`config.mk`:
```
export PLATFORM = sky130hd
export DESIGN_NAME = mux_bin_arb
export DESIGN_NICKNAME = d
export VERILOG_FILES = /design/src/rtl/mux_bin_pkg.sv /design/src/rtl/mux_bin.sv /design/src/rtl/mux_bin_arb.sv
export SDC_FILE = /design/constraint.sdc
export NUM_CORES = 1
export LEC_CHECK = 0
export CORE_MARGIN = 10
export CORE_UTILIZATION = 40
export CTS_CLUSTER_SIZE = 20
export DETAILED_ROUTE_END_ITERATION = 6
export GPL_TIMING_DRIVEN = 0
export PLACE_DENSITY = 0.81
export SETUP_SLACK_MARGIN = 0.2
export SYNTH_ARGS = -nofsm -noshare
export SYNTH_HDL_FRONTEND = slang
export SYNTH_SLANG_ARGS = --single-unit
```
`constraint.sdc`:
```
create_clock -name clk -period 3.76 [get_ports clk]
set_input_delay 0.752 -clock clk [delete_from_list [all_inputs] [get_ports clk]]
set_output_delay 0.752 -clock clk [all_outputs]
set_load 0.01 [all_outputs]
```
`src/rtl/mux_bin_pkg.sv`:
```
// Shared arbitration helpers: index-width function and round-robin grant search.
// Pure combinational functions with no latency and no backpressure of their own.
package mux_bin_pkg;

    // rr_next searches at most this many requesters.
    localparam int RR_MAX = 64;

    function automatic int idx_width(input int n);
        return (n <= 2) ? 1 : $clog2(n);
    endfunction

    // First set bit of req[0 +: width] at or after ptr, wrapping at width.
    // Returns the grant valid; idx is the granted index (0 when nothing is set).
    function automatic logic rr_next(
        input  logic [RR_MAX-1:0] req,
        input  int unsigned       ptr,
        input  int unsigned       width,
        output int unsigned       idx
    );
        logic        found;
        int unsigned j;
        found = 1'b0;
        idx   = 0;
        for (int unsigned i = 0; i < RR_MAX; i++) begin
            if (i < width) begin
                j = ptr + i;
                if (j >= width) j = j - width;
                if (!found && req[j]) begin
                    found = 1'b1;
                    idx   = j;
                end
            end
        end
        return found;
    endfunction

endpackage

```
`src/rtl/mux_bin.sv`:
```
// Binary-select multiplexer: flat (IMPLEMENTATION=0) or two-level radix-SPLIT tree.
// Purely combinational, zero latency; no flow control. Select codes >= WIDTH yield '0.
module mux_bin
    import mux_bin_pkg::*;
#(
    parameter type DAT_T          = logic [8-1:0],
    parameter int  WIDTH          = 4,
    parameter int  SPLIT          = 2,
    parameter int  IMPLEMENTATION = 0,
    localparam int SEL_W          = idx_width(WIDTH)
)(
    input  logic [SEL_W-1:0]   sel,
    input  DAT_T [WIDTH-1:0]   in_dat,
    output DAT_T               out_dat
);

    int sel_i;
    assign sel_i = 32'(sel);

    if (IMPLEMENTATION == 0) begin : g_flat
        always_comb begin
            out_dat = '0;
            for (int i = 0; i < WIDTH; i++) begin
                if (sel_i == i) out_dat = in_dat[i];
            end
        end
    end else begin : g_tree
        localparam int NGRP = (WIDTH + SPLIT - 1) / SPLIT;
        DAT_T grp_dat [NGRP];

        // First level picks within each group on the low select digit,
        // second level picks the group on the high digit.
        always_comb begin
            for (int g = 0; g < NGRP; g++) grp_dat[g] = '0;
            out_dat = '0;
            for (int i = 0; i < WIDTH; i++) begin
                if ((sel_i % SPLIT) == (i % SPLIT)) grp_dat[i / SPLIT] = in_dat[i];
            end
            for (int g = 0; g < NGRP; g++) begin
                if ((sel_i / SPLIT) == g) out_dat = grp_dat[g];
            end
        end
    end

endmodule

```
`src/rtl/mux_bin_arb.sv`:
```
// Round-robin arbiter feeding a shared mux_bin into one registered output stage.
// Latency 1 cycle grant-to-out_vld; full throughput while out_rdy=1.
// Backpressure: req_rdy is held at zero while the output beat is stalled. Packet lock via MUX_BIN_ARB_LOCK_EN.
module mux_bin_arb
    import mux_bin_pkg::*;
#(
    parameter type DAT_T          = logic [8-1:0],
    parameter int  WIDTH          = 4,
    parameter int  SPLIT          = 2,
    parameter int  IMPLEMENTATION = 0,
    localparam int WIDTH_LOG      = idx_width(WIDTH)
)(
    input  logic                 clk,
    input  logic                 rst,
    input  logic [WIDTH-1:0]     req_vld,
    output logic [WIDTH-1:0]     req_rdy,
    input  DAT_T [WIDTH-1:0]     req_dat,
    output logic                 out_vld,
    input  logic                 out_rdy,
    output DAT_T                 out_dat,
    output logic [WIDTH_LOG-1:0] out_idx
`ifdef MUX_BIN_ARB_LOCK_EN
    ,
    input  logic [WIDTH-1:0]     req_lst,
    output logic                 out_lst
`endif
);

    logic [WIDTH_LOG-1:0] ptr;
    logic [WIDTH_LOG-1:0] ptr_nxt;
    logic [WIDTH-1:0]     elig;
    logic [WIDTH_LOG-1:0] gnt_idx;
    logic                 gnt_vld;
    logic                 ld;
    logic                 xfer;
    logic                 last_beat;
    DAT_T                 mux_dat;

`ifdef MUX_BIN_ARB_LOCK_EN
    logic lock;
`endif

    assign ld   = !out_vld || out_rdy;
    assign xfer = ld && gnt_vld;

    always_comb begin
        int unsigned gnt_raw;
        gnt_raw = 0;
        elig    = req_vld;
`ifdef MUX_BIN_ARB_LOCK_EN
        // While mid-packet only the owner (still held in out_idx) may win.
        if (lock) elig = req_vld & (WIDTH'(1) << out_idx);
`endif
        gnt_vld = rr_next(RR_MAX'(elig), 32'(ptr), WIDTH, gnt_raw);
        gnt_idx = WIDTH_LOG'(gnt_raw);
    end

    assign ptr_nxt = (gnt_idx == WIDTH_LOG'(WIDTH - 1)) ? '0 : gnt_idx + WIDTH_LOG'(1);
    assign req_rdy = (xfer && !rst) ? (WIDTH'(1) << gnt_idx) : '0;

`ifdef MUX_BIN_ARB_LOCK_EN
    assign last_beat = req_lst[gnt_idx];
`else
    assign last_beat = 1'b1;
`endif

    mux_bin #(
        .DAT_T          (DAT_T),
        .WIDTH          (WIDTH),
        .SPLIT          (SPLIT),
        .IMPLEMENTATION (IMPLEMENTATION)
    ) u_mux (
        .sel     (gnt_idx),
        .in_dat  (req_dat),
        .out_dat (mux_dat)
    );

    always_ff @(posedge clk or posedge rst) begin
        if (rst) begin
            out_vld <= 1'b0;
            out_idx <= '0;
            out_dat <= '0;
            ptr     <= '0;
        end else if (ld) begin
            out_vld <= gnt_vld;
            if (gnt_vld) begin
                out_dat <= mux_dat;
                out_idx <= gnt_idx;
                if (last_beat) ptr <= ptr_nxt;
            end
        end
    end

`ifdef MUX_BIN_ARB_LOCK_EN
    always_ff @(posedge clk or posedge rst) begin
        if (rst) begin
            lock    <= 1'b0;
            out_lst <= 1'b0;
        end else if (xfer) begin
            lock    <= !last_beat;
            out_lst <= last_beat;
        end
    end
`endif

endmodule

```
# == Word level (Yosys, flattened, before mapping) ==
# Index checks and enable logic that the tools add are counted.
# totals
regBits,13
elab_cells,64
inputBits,39
# op_classes
reduce_logical,13
order_cmp,8
shift,1
add_sub_neg,8
n_mux,26
n_eq_ne,4
# op_table
cell,count
"32-bit by 7-bit less-than comparator with 1-bit output, second input constant",4
32-bit two-way mux,4
32-bit zero test,1
8-bit two-way mux,4
1-bit binary-select mux with 6-bit select,4
"3-bit by 3-bit subtractor with 4-bit output, second input constant",3
2-bit two-way mux,5
"3-bit >= comparator, second input constant",3
1-bit two-way mux,8
"2-bit by 2-bit adder with 3-bit output, second input constant",2
"2-bit == test, second input constant",3
1-bit logical AND,5
1-bit zero test,5
4-bit two-way mux,1
"1-bit by 2-bit << shifter with 4-bit output, first input constant",1
"2-bit by 3-bit subtractor with 4-bit output, second input constant",1
"2-bit by 1-bit adder with 3-bit output, second input constant",1
"2-bit by 3-bit >= comparator with 1-bit output, second input constant",1
"2-bit by 1-bit adder with 2-bit output, second input constant",1
"2-bit by 1-bit == test with 1-bit output, second input constant",1
2-bit AND reduction,1
1-bit logical OR,1

# == Depth between registers and ports, before layout ==
# Gate-level depths: netlist (run 1).
# depth
depth_word,19
depth_mapped,16
mapped_depth_nobuf,13

# == Hierarchy ==
# From an unflattened synthesis (run 1), not the netlist that was laid out.
# hier_totals
cells_unflattened,90
hier_area_um2,1123.6
# modules_own_cells
module,n_inst,area_per_inst_um2,cells_each
mux_bin_arb,1,927.1,80
mux_bin,1,196.4,10

# == Worst setup path after synthesis (run 1) ==
# OpenSTA, ideal clock, no wires.
# synth_path
path_kind,flip-flop to output port
from,register ptr[0]
to,output port req_rdy[2]
path_stages_with_launch,12
arrival_time_ns,2.687
path_buffers,3
setup_slack_ns,0.321
required_ns,3.008
cell_sequence,dfrtp_1 -> buf_6 -> inv_1 -> ha_1 -> or3_4 -> o2bb2ai_2 -> a32o_2 -> buf_6 -> inv_1 -> ha_1 -> clkbuf_1 -> and3_1
# synth_via
elab_chain_cells,17
word_cells_on_any_way,41
# synth_lines
element,line_no,rtl
start: declaration,mux_bin_arb.sv:29,logic [WIDTH_LOG-1:0] ptr;
start signal: assignment,mux_bin_arb.sv:89,if (last_beat) ptr <= ptr_nxt;
"parallel branches: the longest is 16 deep, another holds 3-bit by 3-bit subtractor with 4-bit output",--,
4-bit two-way mux (*),mux_bin_arb.sv:59,assign req_rdy = (xfer && !rst) ? (WIDTH'(1) << gnt_idx) : '0;
end: declaration,mux_bin_arb.sv:16,"output logic [WIDTH-1:0] req_rdy,"
# Every way passes the cells marked *. The select of a mux whose other input is x is not followed.

# == Worst setup path after layout (run 1) ==
# layout_path
from,register ptr[0]
to,output port req_rdy[3]
# The elaborated chain is that of the path after synthesis.

==> results of run 1 <==
[routing by layer]
layer	routed length [um]	GRT usage
met1	1730	0.167
met2	2070	0.260
met3	480	0.0749
met4	27	0.0371
met5	0	0
[final cells by class]
class / instances / area (um2)
multi-input cells: 109 / 872
fillers: 220 / 796
repair buffers: 70 / 661
flip-flops and latches: 13 / 327
plain buffers: 8 / 90.1
well taps: 31 / 38.8
clock buffers: 4 / 26.3
inverters: 5 / 18.8
[placed cells by master, fill, tap and decap left out, types with 2 or more instances in the layout]
cell type,n
buf_8,3
nor2b_1,2
buf_6,5
ha_1,3
and3_4,2
or2b_1,7
ha_4,3
inv_2,3
nand2_1,10
nor2_1,5
dfrtp_1,12
and3_1,2
nand2b_1,2
nand3b_1,2
o31ai_1,9
dlygate4sd2_1,4
clkbuf_4,3
buf_4,16
inv_1,2
nand3_1,8
mux2i_1,13
clkdlybuf4s50_1,45
clkbuf_1,2
o21ai_0,10
a22oi_1,7
[what timing repair did]
item / 4_1_cts / 5_1_grt
setup endpoints to repair: 8 / 3
pin swaps: 1 / 3
cloned: 0 / 0
setup buffers: 7 / 10
gates resized for setup: 28 / 17
[power by group]
part	switching [mW]	internal (mW)	leakage, nW
clock	0.0445	0.0411	0.0150
combinational	0.731	0.807	0.715
sequential	0.0450	0.210	0.156
[synthesized netlist by cell type]
library cell	instances
mux2i_1	14
dfrtp_1	13
nand2_1	10
o21ai_0	10
o31ai_1	9
nand3_1	8
a22oi_1	7
ha_1	7
or2b_1	7
inv_1	5
nor2_1	5
clkbuf_1	4
and3_1	3
buf_6	3
a21oi_1	2
nand2b_1	2
nand3b_1	2
nor2b_1	2
a211oi_1	1
a21bo_2	1
a21o_1	1
a221oi_1	1
a32o_2	1
a41oi_1	1
and2b_1	1
and2b_2	1
and3_2	1
and3b_1	1
and4b_2	1
buf_4	1
mux2_2	1
nand3b_4	1
nand4_1	1
o211ai_1	1
o21a_1	1
o22a_2	1
o2bb2ai_2	1
or2_2	1
or3_2	1
or3_4	1
[flip-flops by register name (all words and copies together) (netlist names)]
signal and cells:
out_dat 8, out_idx 2, out_vld 1, ptr 2
[per-stage QoR]
stage / hold WS, ps / utilization / worst slack (ps) / cell area (um2) / TNS (ps)
CTS: 498 / 0.679 / 23.0 / 1920 / 0
floorplan: 530 / - / 321 / 1220 / 0
global placement: 471 / 0.631 / -995 / 1790 / -2720
detailed placement: 484 / 0.631 / -994 / 1790 / -3140
finish: 493 / 0.719 / 200 / 2030 / 0
global route: 533 / 0.719 / 119 / 2030 / 0
[worst paths after layout]
path / from / slack (ps) / to / cells past startpoint
min in group asynchronous: rst / 850 / out_dat[5] / 2
max: ptr[0] / 200 / req_rdy[3] / 12
max in group asynchronous: rst / 2480 / ptr[1] / 2
min reg2reg: out_idx[1] / 490 / out_idx[1] / 1
min: out_idx[1] / 490 / out_idx[1] / 1
max reg2reg: ptr[0] / 470 / out_dat[3] / 13
[worst register-to-register path, delay by kind of cell (launching register included)]
kind / cells / cell delay [ps]
AOI/OAI and AO/OA: 3 / 660
and+or+nand+nor: 4 / 1260
adders and majority gates: 2 / 330
buffers and inverters: 4 / 540
DFF: 1 / 410
[cell families after synthesis]
family,count (synthesis),synth area share
AO/OA/AOI/OAI,38,0.225
adder cells (fa/ha/maj),7,0.0720
buffers and inverters,13,0.0617
flip-flops,13,0.267
multiplexers,15,0.124
AND/OR/NAND/NOR,49,0.249
==> results_dict.tcl, run 1 <==
set metrics [dict create \
    status "finished, final reports clean" \
    grtUsageTotal 0.153 \
    worst_pin_slew_ps 630 \
    synthTopCellsByArea "dfrtp_1 (27%), mux2i_1 (12%), ha_1 (7.2%)" \
    critPathMaxStageDelay_ps 420 \
    critPathKind "reg -> out" \
    dp.cells 219 \
    relSlewSlack 0.578 \
    cp.arrival_ps 2810 \
    ant_nets 0 \
    die-height_um 75.1 \
    ys_seq_elements 13 \
    finalClockSkew_ps 3.89 \
    path_buf_inv 5 \
    fin_nets 256 \
    finalHoldViolations 0 \
    path_cells "buf_6 -> ha_2 -> and2b_2 -> or3_4 -> o2bb2ai_2 -> a32o_2 -> buf_6 -> ha_4 -> buf_8 -> buf_8 -> and3_1 -> buf_2" \
    root_buffer "clkbuf_4" \
    total_power_mw 1.88 \
    diodes 0 \
    cp_max_fo 10 \
    grt_pass1_vias 1431 \
    required_ps 3010 \
    cp_slowest_cell "or3_4" \
    port_buffers 53 \
    maxCapViolCount 0 \
    worstSetupStartpointType "flip-flop" \
    fp.dieW_um 75.1 \
    grt_setup_unrepaired "yes" \
    area_delta_synth_final_pct 67.2 \
    place_congestion 0.811 \
    routed_via_density 5.58 \
    yosysTopAreaCellShare 0.267 \
    die-area_um2 5650 \
    drtPass1Iterations 4 \
    worst_setup_path_end_kind "primary output" \
    floorplan.initialDensity 0.430 \
    drt_wl_total_mm 4.31 \
    p_leak_nw 0.886 \
    num_io_pins 54 \
    vias 1340 \
    syn_inst 135 \
    hp-class "reg -> reg" \
    cts_hold_buf 0 \
    power-per-cell-area_nw_per_um2 924 \
    finalSetupViolCount 0 \
    clockBufferDepth 2 \
    htree_levels 1 \
    clock-sinks 13 \
    drc_errors 0 \
    max_freq_mhz 281 \
    rows 19 \
    grt_pass1_wl_mm 6.77 \
    wl_per_cell_um 18.0 \
    fin_cells 240 \
    period_share 0.947 \
    finalMaxSlewViolations 0 \
    syn_nets 181 \
    grt_max_degree 18 \
    yosysTopAreaCell "dfrtp_1" \
    coreArea_um2 2830 \
    drtIter0Drc 80 \
    clkLatencyLatePin_ps 270 \
    yosysSeqAreaShare 0.267 \
    synth_area_um2 1220 \
    cts_made_buffers 3 \
    irDropWorstVdd_uv 521 \
    tritoncts "yes" \
    ys_warn_count 0 \
    period_needed_ps 3560 \
    drive_above_1_share 0.254 \
    syn_area_per_cell_um2 9.01 \
    dpl.hpwl_mm 3.13 \
    crit_family "simple AND/OR/NAND/NOR gates" \
    gr-total-overflow 0 \
    ys_types 40 \
    antenna_found_initial 0 \
    clk_pin_slew_worst_paths_ps 80 \
]
Note: power is estimated with default switching activity, not from simulation.
==> run 2, diff against run 1 <==
==> constraint.sdc (replaced) <==
create_clock -name clk -period 3.76 [get_ports clk]
set_input_delay 0.752 -clock clk [delete_from_list [all_inputs] [get_ports clk]]
set_output_delay 0.752 -clock clk [all_outputs]
set_load 0.1 [all_outputs]
==> results_dict.tcl, run 2 (same netlist as run 1, synthesis figures left out) <==
set metrics [dict create \
    vias 1393 \
    wl_per_cell_um 20.0 \
    finalClockSkew_ps 2.39 \
    status "finished, final reports clean" \
    clk_pin_slew_worst_paths_ps 80 \
    layout_commonest_cell "clkdlybuf4s50_1" \
    cp.arrival_ps 2870 \
    finalSetupViolCount 0 \
    max_freq_mhz 276 \
    antenna_found_initial 0 \
    period_needed_ps 3620 \
    hp-class "reg -> reg" \
    clockBufferDepth 2 \
    largest_reg_flops 8 \
    dp.cells 219 \
    maxCapViolCount 0 \
    relSlewSlack 0.322 \
    grt_setup_unrepaired "yes" \
    reg_top3 "out_dat (8), out_idx (2), ptr (2)" \
    tritoncts "yes" \
    cp_max_fo 5 \
    final_cell_mix "clkdlybuf4s50_1 (45), buf_4 (20), dfrtp_1 (13), mux2i_1 (12), nand2_1 (10)" \
    ant_nets 0 \
    timing.reg2reg.setup_slack_ps 350 \
    diodes 0 \
    area_delta_synth_final_pct 77.7 \
    coreArea_um2 2830 \
    use_met2 0.289 \
    gr-total-overflow 0 \
    drtPass1Iterations 4 \
    num_io_pins 54 \
    htree_levels 1 \
    clock-sinks 13 \
    fp.dieW_um 75.1 \
    finalMaxSlewViolations 0 \
    fin_util 0.764 \
    finalHoldViolations 0 \
    drt_wl_total_mm 4.88 \
    met1_usage 0.180 \
    die-area_um2 5650 \
    drive_above_1_share 0.300 \
    root_buffer "clkbuf_4" \
    drc_errors 0 \
    grtUsageTotal 0.159 \
    floorplan.initialDensity 0.430 \
    n_fill_cell 188 \
    grt_pass1_wl_mm 6.98 \
    cts_made_buffers 3 \
    place_congestion 0.841 \
    dpl.hpwl_mm 3.29 \
    grt_max_degree 18 \
    fin_nets 260 \
    worst_slack_ps 140 \
    place_ws_ps -1450 \
    routed_via_density 5.71 \
    met3_usage 0.0302 \
    rows 19 \
    period_share 0.963 \
    fin_area_um2 2160 \
    worst_setup_path_end_kind "primary output" \
    grt-busiest-layer "met2" \
    port_buffers 53 \
    die-height_um 75.1 \
    worst_pin_slew_ps 1010 \
    drtIter0Drc 87 \
    clkLatencyLatePin_ps 290 \
    worstSetupStartpointType "primary input" \
    cts_hold_buf 0 \
    placed_cell_area_um2 1800 \
    regMostFlops "out_dat" \
    required_ps 3010 \
    fin_cells 244 \
    critPathKind "in -> out" \
    grt_pass1_vias 1422 \
]
==> run 2: changes by cell type in the layout (fill, tap and decap cells not counted), sizes merged <==
cell,delta
buf,+5
clkbuf,+1
dlygate4sd2,-2
==> run 2: path summary, 6_finish.rpt <==
check	from	end	cells after the start
worst max register to register	ptr[1]	out_dat[6]	14
worst min register to register	out_dat[7]	out_dat[7]	2
max in group asynchronous	rst	out_dat[2]	2
worst min-delay path	out_dat[7]	out_dat[7]	2
worst max-delay path	req_vld[2]	req_rdy[3]	11
min in group asynchronous	rst	out_dat[5]	2
==> run 2: final cells by class <==
class	count	area, um2	share of cell area
Multi-Input combinational cell	109	936	0.433
Timing Repair Buffer	74	711	0.329
Sequential cell	13	325	0.151
Buffer	8	100	0.0463
Tap cell	31	38.8	0.0180
Clock buffer	4	26.3	0.0122
Inverter	5	23.8	0.0110
==> run 2: critical path: stages <==
cell and delay (ps):
dlygate4sd2_1 290, mux2i_2 250, nand3b_1 290, o211ai_1 140, a32o_2 270, buf_6 140, ha_4 160, buf_8 110
clkbuf_16 130, and3_4 180, buf_12 160
==> run 2: through the flow <==
stage	setup TNS, ps	hold slack [ps]
final	0	506
after global routing	0	533
after CTS	0	511
after detailed placement	-5180	485
after global placement	-4270	476
after floorplan	0	656
==> run 2: metal layers <==
| metal | vias to the layer above | part of all wire |
|---|---|---|
| met5 | - | 0 |
| met4 | 0 | 0.020 |
| met3 | 11 | 0.053 |
| met2 | 52 | 0.55 |
| met1 | 672 | 0.38 |
| li1 | 658 | - |
==> run 2: repair_timing <==
action                                  4_1_cts  5_1_grt
gates resized for setup                      54       22
pin swaps                                     4        9
setup buffers                                11       10
endpoints found under the setup margin       10        4
Power of run 2 is not shown: default switching activity piles up to over one toggle a cycle in this logic, so the estimate is an artifact.
